[config.mk]
export PLATFORM = sky130hd
export DESIGN_NAME = ap_hs_txn_profiler
export DESIGN_NICKNAME = d
export VERILOG_FILES = /design/src/rtl/ap_hs_txn_profiler.sv
export SDC_FILE = /design/constraint.sdc
export NUM_CORES = 1
export LEC_CHECK = 0
export ABC_AREA = 1
export CORE_MARGIN = 2
export CORE_UTILIZATION = 30
export DETAILED_ROUTE_END_ITERATION = 8
export HOLD_SLACK_MARGIN = 0.02
export PLACE_DENSITY_LB_ADDON = 0.15
export SYNTH_ARGS = -nofsm -noshare
export SYNTH_HDL_FRONTEND = slang
export SYNTH_SLANG_ARGS = --single-unit
[constraint.sdc]
create_clock -name clock -period 7.78 [get_ports clock]
set_input_delay 1.167 -clock clock [delete_from_list [all_inputs] [get_ports clock]]
set_output_delay 1.167 -clock clock [all_outputs]
set_load 0.005 [all_outputs]
[src/rtl/ap_hs_txn_profiler.sv]
// rtl/ap_hs_txn_profiler.sv - ap_ctrl_hs transaction profiler with record FIFO
module ap_hs_txn_profiler #(
  parameter int CNT_W      = 32,
  parameter int ITER_W     = 16,
  parameter int FIFO_DEPTH = 4
) (
  input  logic              clock,
  input  logic              reset,
  input  logic              ap_start,
  input  logic              ap_ready,
  input  logic              ap_done,
  input  logic              ap_continue,
  input  logic              iter_fire,
  input  logic              finish,
  output logic              rec_valid,
  input  logic              rec_ready,
  output logic [CNT_W-1:0]  rec_latency,
  output logic [CNT_W-1:0]  rec_ready_cyc,
  output logic [ITER_W-1:0] rec_iters,
  output logic [CNT_W-1:0]  rec_stall,
  output logic [CNT_W-1:0]  rec_wait,
  output logic              rec_incomplete,
  output logic [CNT_W-1:0]  txn_count,
  output logic [CNT_W-1:0]  drop_count,
  output logic              busy
);

  localparam int AW = $clog2(FIFO_DEPTH);
  localparam logic [CNT_W-1:0]  C_ONE = CNT_W'(1);
  localparam logic [ITER_W-1:0] I_ONE = ITER_W'(1);

  typedef enum logic [1:0] {IDLE, RUN, DONE_WAIT} state_t;

  typedef struct packed {
    logic              incomplete;
    logic [CNT_W-1:0]  wt;
    logic [CNT_W-1:0]  stall;
    logic [ITER_W-1:0] iters;
    logic [CNT_W-1:0]  rdy;
    logic [CNT_W-1:0]  lat;
  } rec_t;

  state_t state, state_nx;
  logic [CNT_W-1:0]  lat, lat_nx, rdy, rdy_nx, stall, stall_nx, wt, wt_nx;
  logic [ITER_W-1:0] iters, iters_nx;
  logic finished, finish_q, fin_rise;
  logic commit, incomplete;

  function automatic logic [CNT_W-1:0] inc_c(input logic [CNT_W-1:0] v, input logic en);
    return (en && v != '1) ? v + C_ONE : v;
  endfunction

  function automatic logic [ITER_W-1:0] inc_i(input logic [ITER_W-1:0] v, input logic en);
    return (en && v != '1) ? v + I_ONE : v;
  endfunction

  assign fin_rise = finish & ~finish_q;
  assign busy     = (state != IDLE);

  // Commit records carry this cycle's updated counters, so the commit cycle is counted.
  always_comb begin
    state_nx   = state;
    lat_nx     = lat;
    rdy_nx     = rdy;
    iters_nx   = iters;
    stall_nx   = stall;
    wt_nx      = wt;
    commit     = 1'b0;
    incomplete = 1'b0;
    case (state)
      IDLE: begin
        if (ap_start && !finished && !fin_rise) begin
          lat_nx   = C_ONE;
          rdy_nx   = ap_ready ? C_ONE : '0;
          iters_nx = iter_fire ? I_ONE : '0;
          stall_nx = iter_fire ? '0 : C_ONE;
          wt_nx    = '0;
          if (ap_done) begin
            if (ap_continue) begin
              commit = 1'b1;
            end else begin
              wt_nx    = C_ONE;
              state_nx = DONE_WAIT;
            end
          end else begin
            state_nx = RUN;
          end
        end
      end
      RUN: begin
        lat_nx   = inc_c(lat, 1'b1);
        iters_nx = inc_i(iters, iter_fire);
        stall_nx = inc_c(stall, !iter_fire);
        if (ap_ready && rdy == '0) rdy_nx = lat_nx;
        if (ap_done) begin
          if (ap_continue) begin
            commit   = 1'b1;
            state_nx = IDLE;
          end else begin
            wt_nx    = C_ONE;
            state_nx = DONE_WAIT;
          end
        end
      end
      DONE_WAIT: begin
        wt_nx = inc_c(wt, 1'b1);
        if (ap_continue || !ap_done) begin
          commit   = 1'b1;
          state_nx = IDLE;
        end
      end
      default: state_nx = IDLE;
    endcase
    if (fin_rise && state != IDLE) begin
      incomplete = !commit;
      commit     = 1'b1;
      state_nx   = IDLE;
    end
  end

  always_ff @(posedge clock or posedge reset) begin
    if (reset) begin
      state    <= IDLE;
      lat      <= '0;
      rdy      <= '0;
      iters    <= '0;
      stall    <= '0;
      wt       <= '0;
      finished <= 1'b0;
      finish_q <= 1'b0;
    end else begin
      state    <= state_nx;
      lat      <= lat_nx;
      rdy      <= rdy_nx;
      iters    <= iters_nx;
      stall    <= stall_nx;
      wt       <= wt_nx;
      finish_q <= finish;
      if (fin_rise) finished <= 1'b1;
    end
  end

  rec_t mem [FIFO_DEPTH];
  rec_t rec_nx, head;
  logic [AW:0] wr_ptr, rd_ptr;
  logic full, empty, pop, push, drop;

  assign rec_nx = '{incomplete: incomplete, wt: wt_nx, stall: stall_nx,
                    iters: iters_nx, rdy: rdy_nx, lat: lat_nx};
  assign empty  = (wr_ptr == rd_ptr);
  assign full   = (wr_ptr[AW] != rd_ptr[AW]) && (wr_ptr[AW-1:0] == rd_ptr[AW-1:0]);
  assign pop    = rec_valid && rec_ready;
  assign push   = commit && (!full || pop);
  assign drop   = commit && full && !pop;

  always_ff @(posedge clock) begin
    if (push) mem[wr_ptr[AW-1:0]] <= rec_nx;
  end

  always_ff @(posedge clock or posedge reset) begin
    if (reset) begin
      wr_ptr     <= '0;
      rd_ptr     <= '0;
      txn_count  <= '0;
      drop_count <= '0;
    end else begin
      if (push) wr_ptr <= wr_ptr + 1'b1;
      if (pop)  rd_ptr <= rd_ptr + 1'b1;
      txn_count  <= inc_c(txn_count, push);
      drop_count <= inc_c(drop_count, drop);
    end
  end

  // Head fields are gated so an empty FIFO (including during reset) reads as zero.
  assign head           = mem[rd_ptr[AW-1:0]];
  assign rec_valid      = !empty;
  assign rec_latency    = rec_valid ? head.lat : '0;
  assign rec_ready_cyc  = rec_valid ? head.rdy : '0;
  assign rec_iters      = rec_valid ? head.iters : '0;
  assign rec_stall      = rec_valid ? head.stall : '0;
  assign rec_wait       = rec_valid ? head.wt : '0;
  assign rec_incomplete = rec_valid ? head.incomplete : 1'b0;

endmodule

# Yosys cells after proc, flatten, opt, wreduce, memory -nomap -nowiden
# Memory sizes are Yosys's and may differ from the RTL's.
# Cells that the tools add are included.
# totals
ramBits	580
memories	1
in_bits	9
out_inout_bits	211
wordCells	110
regBits	218
latch_bits	0
mem_bits_ro	0
# memory_table
name	words	width	read_ports	rd_clocked_by_memory_dff	wr	line	rtl
mem	4	145	1	0	1	143	rec_t mem [FIFO_DEPTH];
# classes
order_cmp	0
eq_ne	15
n_bitwise	2
muxes	45
n_shift	0
n_reduce_logical	27
add_sub_neg	8
n_mul	0
div	0
# op_table
op	n
32-bit two-way mux	14
32-bit case mux with 2 select lines	3
32-bit by 1-bit adder with 32-bit output (second input constant)	5
32-bit != test (second input constant)	5
32-bit case mux with 3 select lines	1
16-bit two-way mux	3
32-bit zero test	1
16-bit case mux with 2 select lines	1
16-bit by 1-bit adder with 16-bit output (second input constant)	1
16-bit != test (second input constant)	1
1-bit two-way mux	14
2-bit two-way mux	7
1-bit logical AND	13
3-bit != test (second input constant)	3
1-bit zero test	8
3-bit by 1-bit adder with 3-bit output (second input constant)	2
2-bit case mux with 3 select lines	1
4-bit != test (second input constant)	1
4-bit AND reduction	1
3-bit == test	1
1-bit case mux with 3 select lines	1
2-bit by 1-bit == test with 1-bit output (second input constant)	1
2-bit == test	1
2-bit == test (second input constant)	1
6 further kinds	7

# Depth between registers and ports, before layout
# Gate-level depths: netlist (run 1).
# depth
ltp_word	10
depth_mapped	13
depth_no_buf	12

# Worst setup path before layout (run 1)
# Ideal clock, no wire load.
# synth_path
path_type	input to register
start	in finish
end	mem mem[0][0] (netlist bit), enable pin
slack_ps	-788
t_required_ps	7128
stages	7
arrival_ps	7916
cell_sequence	nand2_1 > nand3_1 > inv_1 > nand2_1 > nand3_2 > nand2_1 > nor2_1
# synth_via
elab_chain_len	9
word_cells_on_any_way	10
# synth_lines
element	line	rtl
start, declared	14	input logic finish,
1-bit AND *	57	assign fin_rise = finish & ~finish_q;
1-bit zero test	72	if (ap_start && !finished && !fin_rise) begin
1-bit logical AND	72	
1-bit two-way mux	72	
1-bit case mux with 3 select lines	70	case (state)
1-bit two-way mux *	114	if (fin_rise && state != IDLE) begin
1-bit logical AND *	153	assign push = commit && (!full || pop);
1-bit two-way mux *	157	if (push) mem[wr_ptr[AW-1:0]] <= rec_nx;
1-bit two-way mux (implied by the code) *	157	
end, declared	143	
# Every way passes the cells marked *; elsewhere a longest branch is shown, timed or not.

# Final worst setup path (run 1)
# layout_path
start	reg rd_ptr[1]
end	out rec_stall[17]
# layout_via
elab_chain_len	2
word_cells_on_any_way	3
# layout_lines
element	line	rtl
start, declared	145	logic [AW:0] wr_ptr, rd_ptr;
start signal, assigned	168	if (pop) rd_ptr <= rd_ptr + 1'b1;
memory 4 x 145 bit or 3-bit == test (tied branches)	n/a	
32-bit two-way mux *	180	assign rec_stall = rec_valid ? head.stall : '0;
end, declared	20	output logic [CNT_W-1:0] rec_stall,
# Marked as above.

==> out/metrics.yaml, run 1 <==
logic_synthesis:
  synth_cell_types: 45
  syn-cell-area_mm2: 0.03664
  ys_ff_latch: 798
  synth_area_leaders: "edfxtp_1 (48%), dfrtp_1 (15%), nand2_1 (11%)"
  syn_inst: 3873
  synth_top_area_cell: "edfxtp_1"
  netlist.area_leader.share: 0.4754
  synth_nets: 3893
  ys_warn_count: 0
  async_flop_share: 0.2732
  yosysSeqAreaShare: 0.6243
  synth_edf_count: 580
  yosys_most_used_dff: "edfxtp_1"
  syn_area_per_cell_um2: 9.459
final_layout:
  fillers: 12431
  drive_gt1_frac: 0.05339
  syn_to_final_growth_pct: 18.23
  stdcell_count: 5747
  final_core_utilization: 0.3563
  fin_area_mm2: 0.04331
  final_common_cell: "nand2_1"
  finalNetCount: 4065
  final_cell_mix: "nand2_1 (1,110), edfxtp_1 (580), nor2_1 (551)"
critical_path:
  r2r_end: "mem[3][137]"
  r2r-start: "rd_ptr[1]"
  worst_ep_arrival_time_ns: 4.14
  required_ns: 6.61
  ff2ff_setup_slack_ns: 4.02
  worstSetupStartpointType: "register"
  crit_fanout: 55
  critPathCaptureType: "output pin"
  startpoint: "rd_ptr[1]"
  worstSetupPathType: "reg2out"
  rr_worst_depth: 9
sta:
  finalSetupViolCount: 0
  fin_crit_ns: 5.312
  tightest_slew_ns: 1.139
  maxSlewViolCount: 0
  report.final.hold_viol_count: 0
  clock-skew-final_ns: 0.03762
  max_clock_freq_mhz: 188.3
  period_share: 0.6828
  rsz0062_at_grt: "false"
  slew_headroom: 0.2357
clock_network:
  cts-htree-levels: 3
  clk_latency_ns: 0.68
  clk_pin_slew_ns: 0.06
  clockBufferDepth: 3
  numClockSinks: 798
  cts_made_buffers: 91
  cts-root-buf: "clkbuf_16"
  cts_setup_buffers: 0
  cts_tree: "built"
  cts_hold_buf: 0
  cts_resized: 0
run_status:
  status: "finished clean"
routing:
  detail-route-antenna-nets: 0
  drt_iter0_drc: 1697
  top_layer: "met4"
  remaining_drc_errors: 0
  first_pass_iters: 7
  vias_per_cell: 4.729
  wl_per_cell_um: 18.90
  wl_met2_mm: 51.12
  drt-total-wl_mm: 108.6
  drt-met1-wl_mm: 51.50
  vias: 27178
  routed-wl-met3_mm: 3.932
global_route:
  grt_max_degree: 191
  grt_remaining_overflow: 0
  grt_pass1_vias: 27017
  antenna_found_initial: 1
  grt_use_total: 0.1723
  grt_pass1_wl_mm: 167.9
power_and_ir_drop:
  p_int_uw: 10460
  combPwrFrac: 0.387
  pwr-share-clk: 0.249
  powerDensity_mw_per_mm2: 384.1
  p_sw_frac: 0.3716
  power_switching_uw: 6182
  p_leak_uw: 0.01717
  p_seq_frac: 0.364
  peakVddDrop_mv: 0.3663
floorplanning:
  die_width_um: 353.5
  num_rows: 128
  io_pins: 220
  coreArea_mm2: 0.1216
  initial_core_util: 0.3014
  die-area_mm2: 0.1249
  die_h_um: 353.5
worst_hold_path:
  worstHoldStart: "finished"
  hold_depth: 2
  hold_end: "finished"
  hp-class: "reg2reg"
place:
  hpwl_mm: 68.01
  io_buffers: 219
  placed_area_mm2: 0.04045
  dp.cells: 5577
  gp_congestion: 0.8873
flow_run:
  cap_violations: 0
[power groups by stage]
stage / registers, µW / clock network (µW) / logic, µW
after CTS: 6060 / 4260 / 6680
final: 6060 / 4140 / 6440
after global placement: 6140 / 0 / 6640
after global routing: 6140 / 4440 / 7220
after detailed placement: 6140 / 0 / 6650
after floorplan: 6130 / 0 / 3330
[cell families (layout without fill, tap and decap cells)]
kind of cell | after synthesis | count (layout) | synth area share
and+or+nand+nor | 1914 | 1914 | 0.2104
xor gates and xnor gates | 105 | 105 | 0.02510
AOI/OAI and AO/OA | 554 | 554 | 0.08231
buffers and inverters | 491 | 739 | 0.05413
other | 0 | 1 | 0
DFF | 798 | 798 | 0.6243
adders and majority gates | 11 | 11 | 0.003757
[worst max path at each step]
stage                     to
3_3_place_gp   rec_stall[17]
4_1_cts        rec_stall[17]
2_1_floorplan      mem[0][0]
3_5_place_dp      mem[3][93]
6_report       rec_stall[17]
5_1_grt        rec_stall[17]
[cell usage after synthesis (3+ instances only)]
cell and count:
nand2_1 1111, edfxtp_1 580, nor2_1 555, o21ai_0 346, inv_1 307, dfrtp_1 218, o22ai_1 145, clkbuf_1 124
nand3_1 118, xor2_1 67, nor3_1 45, xnor2_1 38, nand4_1 31, buf_2 28, a21oi_1 27, nand3b_1 18
o21ai_1 15, ha_1 11, inv_2 11, nand2_2 9, nor2_2 9, buf_1 7, buf_6 7, o211ai_1 5
nand2_4 4, nor2_4 4, nor3_2 4, o21ai_2 4, buf_4 3, o21bai_1 3
[final cells by class]
| class | count | area, µm² | share of cell area |
|---|---|---|---|
| flip-flops and latches | 798 | 22880 | 0.5282 |
| multi-input cells | 2584 | 11810 | 0.2727 |
| clock buffers | 133 | 2559 | 0.05907 |
| repair buffers | 251 | 2507 | 0.05789 |
| well taps | 1625 | 2033 | 0.04694 |
| inverters | 319 | 1217 | 0.02811 |
| clock inverters | 36 | 301.5 | 0.006962 |
| diodes | 1 | 2.502 | 0.00005777 |
[layer usage]
layer | vias to the layer above | track usage
met2 | 495 | 0.2831
met4 | 0 | 0.04323
met5 | - | 0
met1 | 13318 | 0.2402
li1 | 13238 | -
met3 | 127 | 0.02340
[sequential cells by signal, indices dropped and copies added (netlist names)]
register    count
rd_ptr          3
iters          16
state           2
finish_q        1
wt             32
finished        1
drop_count     32
txn_count      32
lat            32
stall          32
wr_ptr          3
rdy            32
mem           580
[worst max-delay path, cell delays in order, from the launching register on]
cell and delay, ns:
dfrtp_4 0.79, buf_4 0.67, buf_4 0.68, o21ai_0 0.21
o22ai_1 0.35, nand2_1 0.12, inv_1 0.12, clkdlybuf4s50_1 0.50
[through the flow]
| step | setup TNS, ns | worst slack [ns] | power [µW] | hold slack (ns) |
|---|---|---|---|---|
| floorplan | -457.31 | -0.7885 | 9459 | 0.4220 |
| global placement | 0 | 3.068 | 12780 | 0.4432 |
| detailed placement | 0 | 3.089 | 12790 | 0.4474 |
| CTS | 0 | 2.350 | 17000 | 0.4630 |
| global route | 0 | 2.210 | 17800 | 0.4972 |
| finish | 0 | 2.468 | 16640 | 0.4606 |
Note: power is estimated with default switching activity, not from simulation.
==> run 2, diff against run 1 <==
- clock period: 7.78 -> 5.55 ns (I/O delays scaled with it)
==> out/metrics.yaml, run 2 (synthesis results as in run 1) <==
critical_path:
  worst_ep_arrival_time_ns: 3.81  # was 4.14 ns
  cp_top_family: "buffers and inverters"  # unchanged
  worstSetupPathType: "reg2out"  # unchanged
  crit_cells: 7  # unchanged
  cpPeakStageDelay_ns: 0.68  # was 0.79 ns
  worst-path-buf-inv: 4  # unchanged
  critPathCaptureType: "output pin"  # unchanged
  rr_worst_depth: 8  # was 9
  worstPathCellList: "inv_8 > buf_4 > o21ai_0 > o22ai_1 > nand2_1 > inv_1 > clkdlybuf4s50_1"  # was buf_4 > buf_4 > o21ai_0 > o22ai_1 > nand2_1 > inv_1 > clkdlybuf4s50_1
  required_ns: 4.72  # was 6.61 ns
  crit_fanout: 130  # was 55
  critPathSlowestCell: "dfrtp_4"  # unchanged
  worstSetupStartpointType: "register"  # unchanged
sta:
  period_share: 0.8365
  max_clock_freq_mhz: 215.4
  finalSetupViolCount: 0  # unchanged
  maxSlewViolCount: 0  # unchanged
  clock-skew-final_ns: 0.03008  # was 0.03762 ns
  tightest_slew_ns: 1.116  # was 1.139 ns
  fin_crit_ns: 4.642
  fin_tns_setup_ns: 0  # unchanged
  report.final.hold_viol_count: 0  # unchanged
  slew_headroom: 0.2539  # was 0.2357
  whs_ns: 0.4608  # was 0.4606 ns
  rsz0062_at_grt: "false"  # unchanged
  setup_ws_ns: 0.9075  # was 2.468 ns
place:
  hpwl_mm: 66.64  # was 68.01 mm
  place_ws_ns: 1.664  # was 3.089 ns
  gp_congestion: 0.8790  # was 0.8873
  io_buffers: 219  # unchanged
final_layout:
  final_cell_mix: "nand2_1 (1,110), edfxtp_1 (580), nor2_1 (551)"  # unchanged
  finalNetCount: 4068  # was 4,065
  final_core_utilization: 0.3580  # was 0.3563
  largest_reg_flops: 580  # unchanged
  final_common_cell: "nand2_1"  # unchanged
  fillers: 12205  # was 12.43k
  syn_to_final_growth_pct: 18.77  # was 18.23%
  antenna_cells: 0  # was 1
  drive_gt1_frac: 0.05457  # was 0.05339
power_and_ir_drop:
  pwr-share-clk: 0.254  # was 0.249
  p_leak_uw: 0.01725  # was 0.01717 µW
  powerDensity_mw_per_mm2: 536.3  # was 384.1 mW/mm²
  p_int_uw: 14830  # was 10,460 µW
  peakVddDrop_mv: 0.4548  # was 0.3663 mV
  combPwrFrac: 0.379  # was 0.387
  p_sw_frac: 0.3643  # was 0.3716
  p_seq_frac: 0.367  # was 0.364
  power_switching_uw: 8502  # was 6182 µW
clock_network:
  clockBufferDepth: 3  # unchanged
  clk_latency_ns: 0.68  # about the same
  cts_resized: 0  # unchanged
  cts_made_buffers: 91  # unchanged
  cts_setup_buffers: 0  # unchanged
  cts-htree-levels: 3  # unchanged
  cts_tree: "built"  # unchanged
  cts_hold_buf: 0  # unchanged
  cts-root-buf: "clkbuf_16"  # unchanged
  numClockSinks: 798  # unchanged
  clk_pin_slew_ns: 0.06  # about the same
worst_hold_path:
  hp-class: "reg2reg"  # unchanged
  hold_depth: 2  # unchanged
routing:
  first_pass_iters: 6  # was 7
  drt_iter0_drc: 1556  # was 1,697
  wl_per_cell_um: 18.12  # was 18.90 µm
  detail-route-antenna-nets: 0  # unchanged
  remaining_drc_errors: 0  # unchanged
  vias: 26829  # was 27.18k
  drt-total-wl_mm: 104.2  # was 108.6 mm
  vias_per_cell: 4.668  # was 4.729
run_status:
  status: "finished clean"  # unchanged
floorplanning:
  die_width_um: 353.5  # unchanged
  die_h_um: 353.5  # unchanged
  initial_core_util: 0.3014  # unchanged
  die-area_mm2: 0.1249  # unchanged
  coreArea_mm2: 0.1216  # unchanged
  io_pins: 220  # unchanged
  num_rows: 128  # unchanged
global_route:
  grt_remaining_overflow: 0  # unchanged
  grt_pass1_vias: 26431  # was 27.02k
  grt_use_total: 0.1649  # was 0.1723
  grt_max_degree: 166  # was 191
  antenna_found_initial: 4  # was 1
  grt_pass1_wl_mm: 160.7  # was 167.9 mm
flow_run:
  cap_violations: 0  # unchanged
-- run 2: changes by cell type in the layout (fill, tap and decap cells not counted), moves of 2 or more --
cell,before,now
buf_12,6,14
clkinv_1,9,12
clkbuf_8,6,8
buf_4,26,21
clkbuf_1,33,27
bufinv_16,3,6
-- run 2: path summary, 6_finish.rpt --
path	start	to	slack, ns
max in group asynchronous	reset	txn_count[27]	3.68
min	finished	finished	0.46
max reg2reg	rd_ptr[0]	mem[1][37]	1.86
min in group asynchronous	reset	drop_count[11]	0.71
max	rd_ptr[0]	rec_incomplete	0.91
min reg2reg	finished	finished	0.46
-- run 2: through the flow --
step                      std cells  area, µm²  power, µW
final                          5748      43510      23340
after global routing           5748      43510      24920
after CTS                      5748      43510      23800
after detailed placement       5580      40570      17770
after global placement         5580      40570      17750
after floorplan                3873      36650      13170
-- run 2: area by class of cell --
type | instances | area, µm² | share of cell area
multi-input combinational | 2584 | 11810 | 0.2715
timing repair buffer | 254 | 2630 | 0.06044
clock inverter | 40 | 405.4 | 0.009316
sequential | 798 | 22880 | 0.5258
tap | 1625 | 2033 | 0.04672
clock buffer | 128 | 2539 | 0.05834
inverter | 319 | 1214 | 0.02789
-- run 2: power groups by stage --
stage	clock (µW)	sequential (µW)	combinational [µW]
3_5_place_dp	0	8670	9100
6_report	5930	8550	8850
2_1_floorplan	0	8500	4670
4_1_cts	6110	8560	9130
3_3_place_gp	0	8670	9080
5_1_grt	6340	8680	9900
-- run 2: layer usage --
layer  up-vias  track usage  part of all wire
li1      13240            -                 -
met1     12938       0.2252              0.46
met2       526       0.2740              0.47
met3       123      0.02247             0.041
met4         2      0.04664             0.021
met5         -            0          0.000096
-- run 2: worst min-delay path, cell delays in order, from the launching register on --
cell,delay (ns)
dfrtp_1,0.32
inv_1,0.05
nand2_1,0.06
